<file path="src/rtl/acc_seq_core.sv">
// Accumulator sequencer: loads a program into instruction memory, then fetches and executes it two cycles per instruction.
// Optional multiplier for MULI is enabled by defining ACC_SEQ_MULI_EN; otherwise opcode 12 is illegal.
module acc_seq_core #(
   parameter int DATA_W = 32,
   parameter int DEPTH  = 64,
   localparam int ADDR_W = $clog2(DEPTH),
   localparam int INSN_W = 5 + DATA_W
) (
   input  logic              clk,
   input  logic              reset,
   input  logic              wr,
   input  logic [ADDR_W-1:0] address,
   input  logic [INSN_W-1:0] data_in,
   input  logic              start,
   output logic [DATA_W-1:0] data_out,
   output logic [ADDR_W-1:0] pc_debug,
   output logic [INSN_W-1:0] rc_debug,
   output logic [4:0]        op_code_debug,
   output logic              busy,
   output logic              halted,
   output logic              illegal
);

   localparam int SH_W = $clog2(DATA_W);

   localparam logic [4:0] OP_NOP  = 5'd0;
   localparam logic [4:0] OP_MOVI = 5'd1;
   localparam logic [4:0] OP_ADDI = 5'd2;
   localparam logic [4:0] OP_SUBI = 5'd3;
   localparam logic [4:0] OP_ANDI = 5'd4;
   localparam logic [4:0] OP_ORI  = 5'd5;
   localparam logic [4:0] OP_XORI = 5'd6;
   localparam logic [4:0] OP_NOT  = 5'd7;
   localparam logic [4:0] OP_SHL  = 5'd8;
   localparam logic [4:0] OP_SHR  = 5'd9;
   localparam logic [4:0] OP_INC  = 5'd10;
   localparam logic [4:0] OP_DEC  = 5'd11;
`ifdef ACC_SEQ_MULI_EN
   localparam logic [4:0] OP_MULI = 5'd12;
`endif
   localparam logic [4:0] OP_HALT = 5'd31;

   typedef enum logic [1:0] {
      ST_IDLE,
      ST_FETCH,
      ST_EXEC,
      ST_HALT
   } state_t;

   state_t            state_reg;
   logic [INSN_W-1:0] imem [DEPTH];
   logic [ADDR_W-1:0] pc_reg;
   logic [INSN_W-1:0] ir_reg;
   logic [DATA_W-1:0] acc_reg;
   logic              busy_reg;
   logic              halted_reg;
   logic              illegal_reg;

   logic [4:0]        opcode;
   logic [DATA_W-1:0] imm;
   logic [SH_W-1:0]   shamt;
   logic [DATA_W-1:0] acc_next;
   logic              op_known;
   logic              op_halt;
   logic              pc_last;
   logic              mem_we;

   assign opcode  = ir_reg[INSN_W-1 -: 5];
   assign imm     = ir_reg[DATA_W-1:0];
   assign shamt   = imm[SH_W-1:0];
   assign pc_last = (pc_reg == ADDR_W'(DEPTH - 1));

   // Program loading is only accepted while the core is not running.
   assign mem_we  = wr && !reset && ((state_reg == ST_IDLE) || (state_reg == ST_HALT));

   always_comb begin
      acc_next = acc_reg;
      op_known = 1'b1;
      op_halt  = 1'b0;
      case (opcode)
         OP_NOP:  acc_next = acc_reg;
         OP_MOVI: acc_next = imm;
         OP_ADDI: acc_next = acc_reg + imm;
         OP_SUBI: acc_next = acc_reg - imm;
         OP_ANDI: acc_next = acc_reg & imm;
         OP_ORI:  acc_next = acc_reg | imm;
         OP_XORI: acc_next = acc_reg ^ imm;
         OP_NOT:  acc_next = ~acc_reg;
         OP_SHL:  acc_next = acc_reg << shamt;
         OP_SHR:  acc_next = acc_reg >> shamt;
         OP_INC:  acc_next = acc_reg + DATA_W'(1);
         OP_DEC:  acc_next = acc_reg - DATA_W'(1);
`ifdef ACC_SEQ_MULI_EN
         OP_MULI: acc_next = acc_reg * imm;
`endif
         OP_HALT: op_halt  = 1'b1;
         default: op_known = 1'b0;
      endcase
   end

   // Memory has no reset so a program survives a core reset.
   always_ff @(posedge clk) begin
      if (mem_we) begin
         imem[address] <= data_in;
      end
   end

   always_ff @(posedge clk) begin
      if (reset) begin
         state_reg   <= ST_IDLE;
         pc_reg      <= '0;
         ir_reg      <= '0;
         acc_reg     <= '0;
         busy_reg    <= 1'b0;
         halted_reg  <= 1'b0;
         illegal_reg <= 1'b0;
      end else begin
         case (state_reg)
            ST_IDLE, ST_HALT: begin
               if (start) begin
                  pc_reg      <= '0;
                  illegal_reg <= 1'b0;
                  busy_reg    <= 1'b1;
                  halted_reg  <= 1'b0;
                  state_reg   <= ST_FETCH;
               end
            end
            ST_FETCH: begin
               ir_reg    <= imem[pc_reg];
               state_reg <= ST_EXEC;
            end
            ST_EXEC: begin
               if (op_halt || !op_known) begin
                  illegal_reg <= illegal_reg | !op_known;
                  busy_reg    <= 1'b0;
                  halted_reg  <= 1'b1;
                  state_reg   <= ST_HALT;
               end else begin
                  acc_reg <= acc_next;
                  // The last word executes, then the core stops without wrapping pc.
                  if (pc_last) begin
                     busy_reg   <= 1'b0;
                     halted_reg <= 1'b1;
                     state_reg  <= ST_HALT;
                  end else begin
                     pc_reg    <= pc_reg + ADDR_W'(1);
                     state_reg <= ST_FETCH;
                  end
               end
            end
            default: begin
               busy_reg   <= 1'b0;
               halted_reg <= 1'b0;
               state_reg  <= ST_IDLE;
            end
         endcase
      end
   end

   assign data_out      = acc_reg;
   assign pc_debug      = pc_reg;
   assign rc_debug      = ir_reg;
   assign op_code_debug = opcode;
   assign busy          = busy_reg;
   assign halted        = halted_reg;
   assign illegal       = illegal_reg;

endmodule

</file>
<file path="config.mk">
export PLATFORM = sky130hd
export DESIGN_NAME = acc_seq_core
export DESIGN_NICKNAME = d
export VERILOG_FILES = /design/src/rtl/acc_seq_core.sv
export SDC_FILE = /design/constraint.sdc
export NUM_CORES = 2
export LEC_CHECK = 0
export BUFFER_PORTS_ARGS = -buffer_cell sky130_fd_sc_hd__buf_2
export CORE_AREA = 2 2 506 508
export DETAILED_ROUTE_END_ITERATION = 10
export DIE_AREA = 0 0 508 510
export PLACE_DENSITY = 0.62
export SYNTH_ARGS = -nofsm -noshare
export SYNTH_HDL_FRONTEND = slang
export SYNTH_SLANG_ARGS = --single-unit
</file>
<file path="constraint.sdc">
create_clock -name clk -period 5.66 [get_ports clk]
set_input_delay 1.132 -clock clk [delete_from_list [all_inputs] [get_ports clk]]
set_output_delay 1.132 -clock clk [all_outputs]
set_load 0.005 [all_outputs]
</file>
==> metrics.json <==
{
  "timing": {
    "timing.final.hold_violations": 0,
    "hold_ws_ps": 459,
    "tightestPinTransition_ps": 1210,
    "rsz_0062_raised_after_global_routing": "no",
    "final_period_util": 0.844,
    "timing.final.crit_period_ps": 4780,
    "setup_clock_skew_after_layout_ps": 107,
    "postLayoutSetupSlackWorst_ps": 881,
    "drv_slew": 0,
    "final-setup-viol-count": 0,
    "slew_headroom": 0.196,
    "totalNegativeSetupSlack_ps": 0,
    "fmaxAchievable_mhz": 209
  },
  "power_and_ir_drop": {
    "p_leak_nw": 35.2,
    "switching_part_of_the_total_power": 0.245,
    "power.share.clock": 0.397,
    "power_report.internal_total_mw": 31.9,
    "pwr-share-comb": 0.122,
    "ir_worst_vdd_mv": 0.268,
    "sequentialPowerShare": 0.481,
    "switching_power_mw": 10.3,
    "power-per-cell-area_nw_per_um2": 365
  },
  "route": {
    "vias_per_cell": 6.09,
    "post-route-drc-count": 0,
    "dr.first_iter.drc_count": 6611,
    "num_vias": 53300,
    "route.antenna.remaining_nets": 0,
    "number_of_iterations_in_the_first_detailed_routing_pass": 7,
    "wire_per_inst_um": 33.8,
    "detail_route.wirelength_mm": 296
  },
  "synth": {
    "synth_seq_area_share": 0.719,
    "synth.avg_cell_area_um2": 20.6,
    "dominantRegCellSynth": "edfxtp_1",
    "netlist_area_um2": 101000,
    "yosys_register_bits": 2448,
    "asyncSetResetFlopFracSynth": 0,
    "cells_after_synthesis": 4917,
    "ys.warnings.count": 0,
    "synth_edf_count": 2368,
    "yosys.cell_types.count": 82,
    "syn_nets": 5065
  },
  "outcome": {
    "status": "finished, final reports clean"
  },
  "place": {
    "detailedPlace.worstSlack_ps": 1040,
    "detailed_place_hpwl_mm": 177,
    "port_buffers": 129,
    "gp_congestion": 0.935
  },
  "layout": {
    "layout.cells.most_common": "edfxtp_1",
    "layout-drive-gt1-share": 0.301,
    "largest_register_ff_count": 2368,
    "final_cell_mix": "2368 x edfxtp_1, 828 x mux4_2, 281 x clkbuf_16, 184 x nor2_1, 142 x buf_4",
    "largest_register": "imem",
    "area_grow_syn2layout_pct": 14.4,
    "filler_cell_count": 21100,
    "nets": 5352
  },
  "floorplan": {
    "die_height_um": 510,
    "io-pin-count": 130,
    "core-area_um2": 253000,
    "row_count": 185,
    "design.die.area_um2": 259000,
    "die_width_um": 508,
    "initial_core_util": 0.399
  },
  "global_routing": {
    "grt_pass1_vias": 53000,
    "grt_pass1_wl_mm": 416,
    "grt_max_degree": 79,
    "gr-total-overflow": 0,
    "globalRouteTotalUtil": 0.228,
    "grt_antenna_before_repair": 29
  },
  "cts": {
    "number_of_cts_inserted_buffers": 275,
    "cts_htree_levels": 5,
    "clock_path_buffers": 4,
    "worst_path_clk_slew_ps": 60,
    "numClockSinks": 2448,
    "root_buffer_selected_by_cts": "clkbuf_16",
    "cts-resized-gates": 0,
    "hold_buffers": 0,
    "post-cts-setup-buffers": 0,
    "tritoncts": "done",
    "clock_latency_ps": 940
  },
  "critical_path": {
    "crit_end_category": "flop",
    "timing.critical_path.from_type": "flop",
    "critPathMaxFanout": 12,
    "worst_ep_arrival_time_ps": 5510,
    "criticalPathCategory": "reg2reg",
    "critPathRequiredTime_ps": 6390
  },
  "flow_run": {
    "drv_cap": 0
  },
  "worst_hold_path": {
    "hold_class": "reg2reg"
  }
}
cell usage after synthesis (7+ instances only):
master | n | share of area
edfxtp_1 | 2368 | 0.70
mux4_2 | 828 | 0.18
nor2_1 | 248 | 0.0092
clkbuf_1 | 191 | 0.0071
nand2_1 | 127 | 0.0047
a21oi_1 | 124 | 0.0061
ha_1 | 100 | 0.012
inv_1 | 84 | 0.0031
dfxtp_1 | 80 | 0.016
mux2i_1 | 78 | 0.0077
buf_2 | 72 | 0.0036
o21ai_0 | 72 | 0.0036
nor3_1 | 43 | 0.0021
nand3_1 | 34 | 0.0017
buf_1 | 33 | 0.0012
a211oi_1 | 30 | 0.0022
xnor2_1 | 26 | 0.0023
a221oi_1 | 23 | 0.0020
o211ai_1 | 23 | 0.0017
o22ai_1 | 19 | 0.0012
o2111ai_1 | 18 | 0.0016
a31oi_1 | 17 | 0.0011
buf_4 | 17 | 0.0013
o21ai_1 | 16 | 0.00079
nor2b_1 | 15 | 0.00093
mux2_2 | 14 | 0.0016
or3_1 | 13 | 0.00080
a2111oi_0 | 11 | 0.00095
and3_1 | 9 | 0.00056
nand2b_1 | 9 | 0.00056
o31ai_1 | 9 | 0.00067
xor2_1 | 9 | 0.00078
a21o_1 | 8 | 0.00059
a22oi_1 | 8 | 0.00059
buf_6 | 8 | 0.00089
nand3b_1 | 8 | 0.00059
nand4_1 | 8 | 0.00049
nor4_1 | 8 | 0.00049
o21a_1 | 7 | 0.00052
cell families after synthesis:
logic type / share of synthesized area
adder cells (fa/ha/maj): 0.0126
AND/OR/NAND/NOR: 0.0248
multiplexers: 0.194
buffers and inverters: 0.0173
AO/OA/AOI/OAI: 0.0295
XOR/XNOR: 0.00325
flip-flops: 0.719
routing by layer:
layer | global-route usage | routed length [µm]
met3 | 0.0530 | 26600
met1 | 0.315 | 120000
met4 | 0.0669 | 9000
met5 | 0 | 157
met2 | 0.361 | 141000
metrics by stage:
step / util / power [mW] / cell area (µm²) / cells
2_1_floorplan: - / 24.0 / 101000 / 4917
3_3_place_gp: 0.424 / 25.8 / 107000 / 8293
3_5_place_dp: 0.424 / 25.8 / 107000 / 8293
4_1_cts: 0.456 / 42.6 / 116000 / 8752
5_1_grt: 0.456 / 43.6 / 116000 / 8755
6_report: 0.457 / 42.3 / 116000 / 8759
cell type report:
class	count	area, µm²	share of cell area
clock buffer	344	7280	0.0629
antenna	7	17.5	0.000151
clock inverter	115	1010	0.00869
sequential	2448	72700	0.629
timing repair buffer	331	2910	0.0252
tap	3366	4210	0.0364
multi-input combinational	2061	27200	0.235
inverter	87	327	0.00282
power groups by stage:
stage	registers [mW]	logic [mW]	clock network (mW)
6_report	20.3	5.17	16.8
5_1_grt	20.3	5.56	17.7
4_1_cts	20.3	5.16	17.1
3_5_place_dp	20.7	5.15	0
3_3_place_gp	20.7	5.13	0
2_1_floorplan	20.5	3.45	0
worst paths after layout:
path,from,endpoint,slack [ps],cells after the start
hold reg to reg,halted,halted,460,2
setup reg to reg,rc_debug[1],data_out[31],880,17
setup / recovery,rc_debug[1],data_out[31],880,17
hold / removal,halted,halted,460,2
critical path: stages (launching register included):
cell       delay, ps
dfxtp_4          410
inv_1            270
ha_1             260
nand2_1          170
or3_1            450
nor3b_1          380
nand3_1          160
xnor2_1          150
a21oi_1          200
ha_1             360
a21oi_1          190
o21bai_1          80
a21oi_1          260
o2bb2ai_1        100
a41oi_1          360
a41o_1           340
xnor3_1          340
a21o_1           180
(Power assumes the default switching activity.)
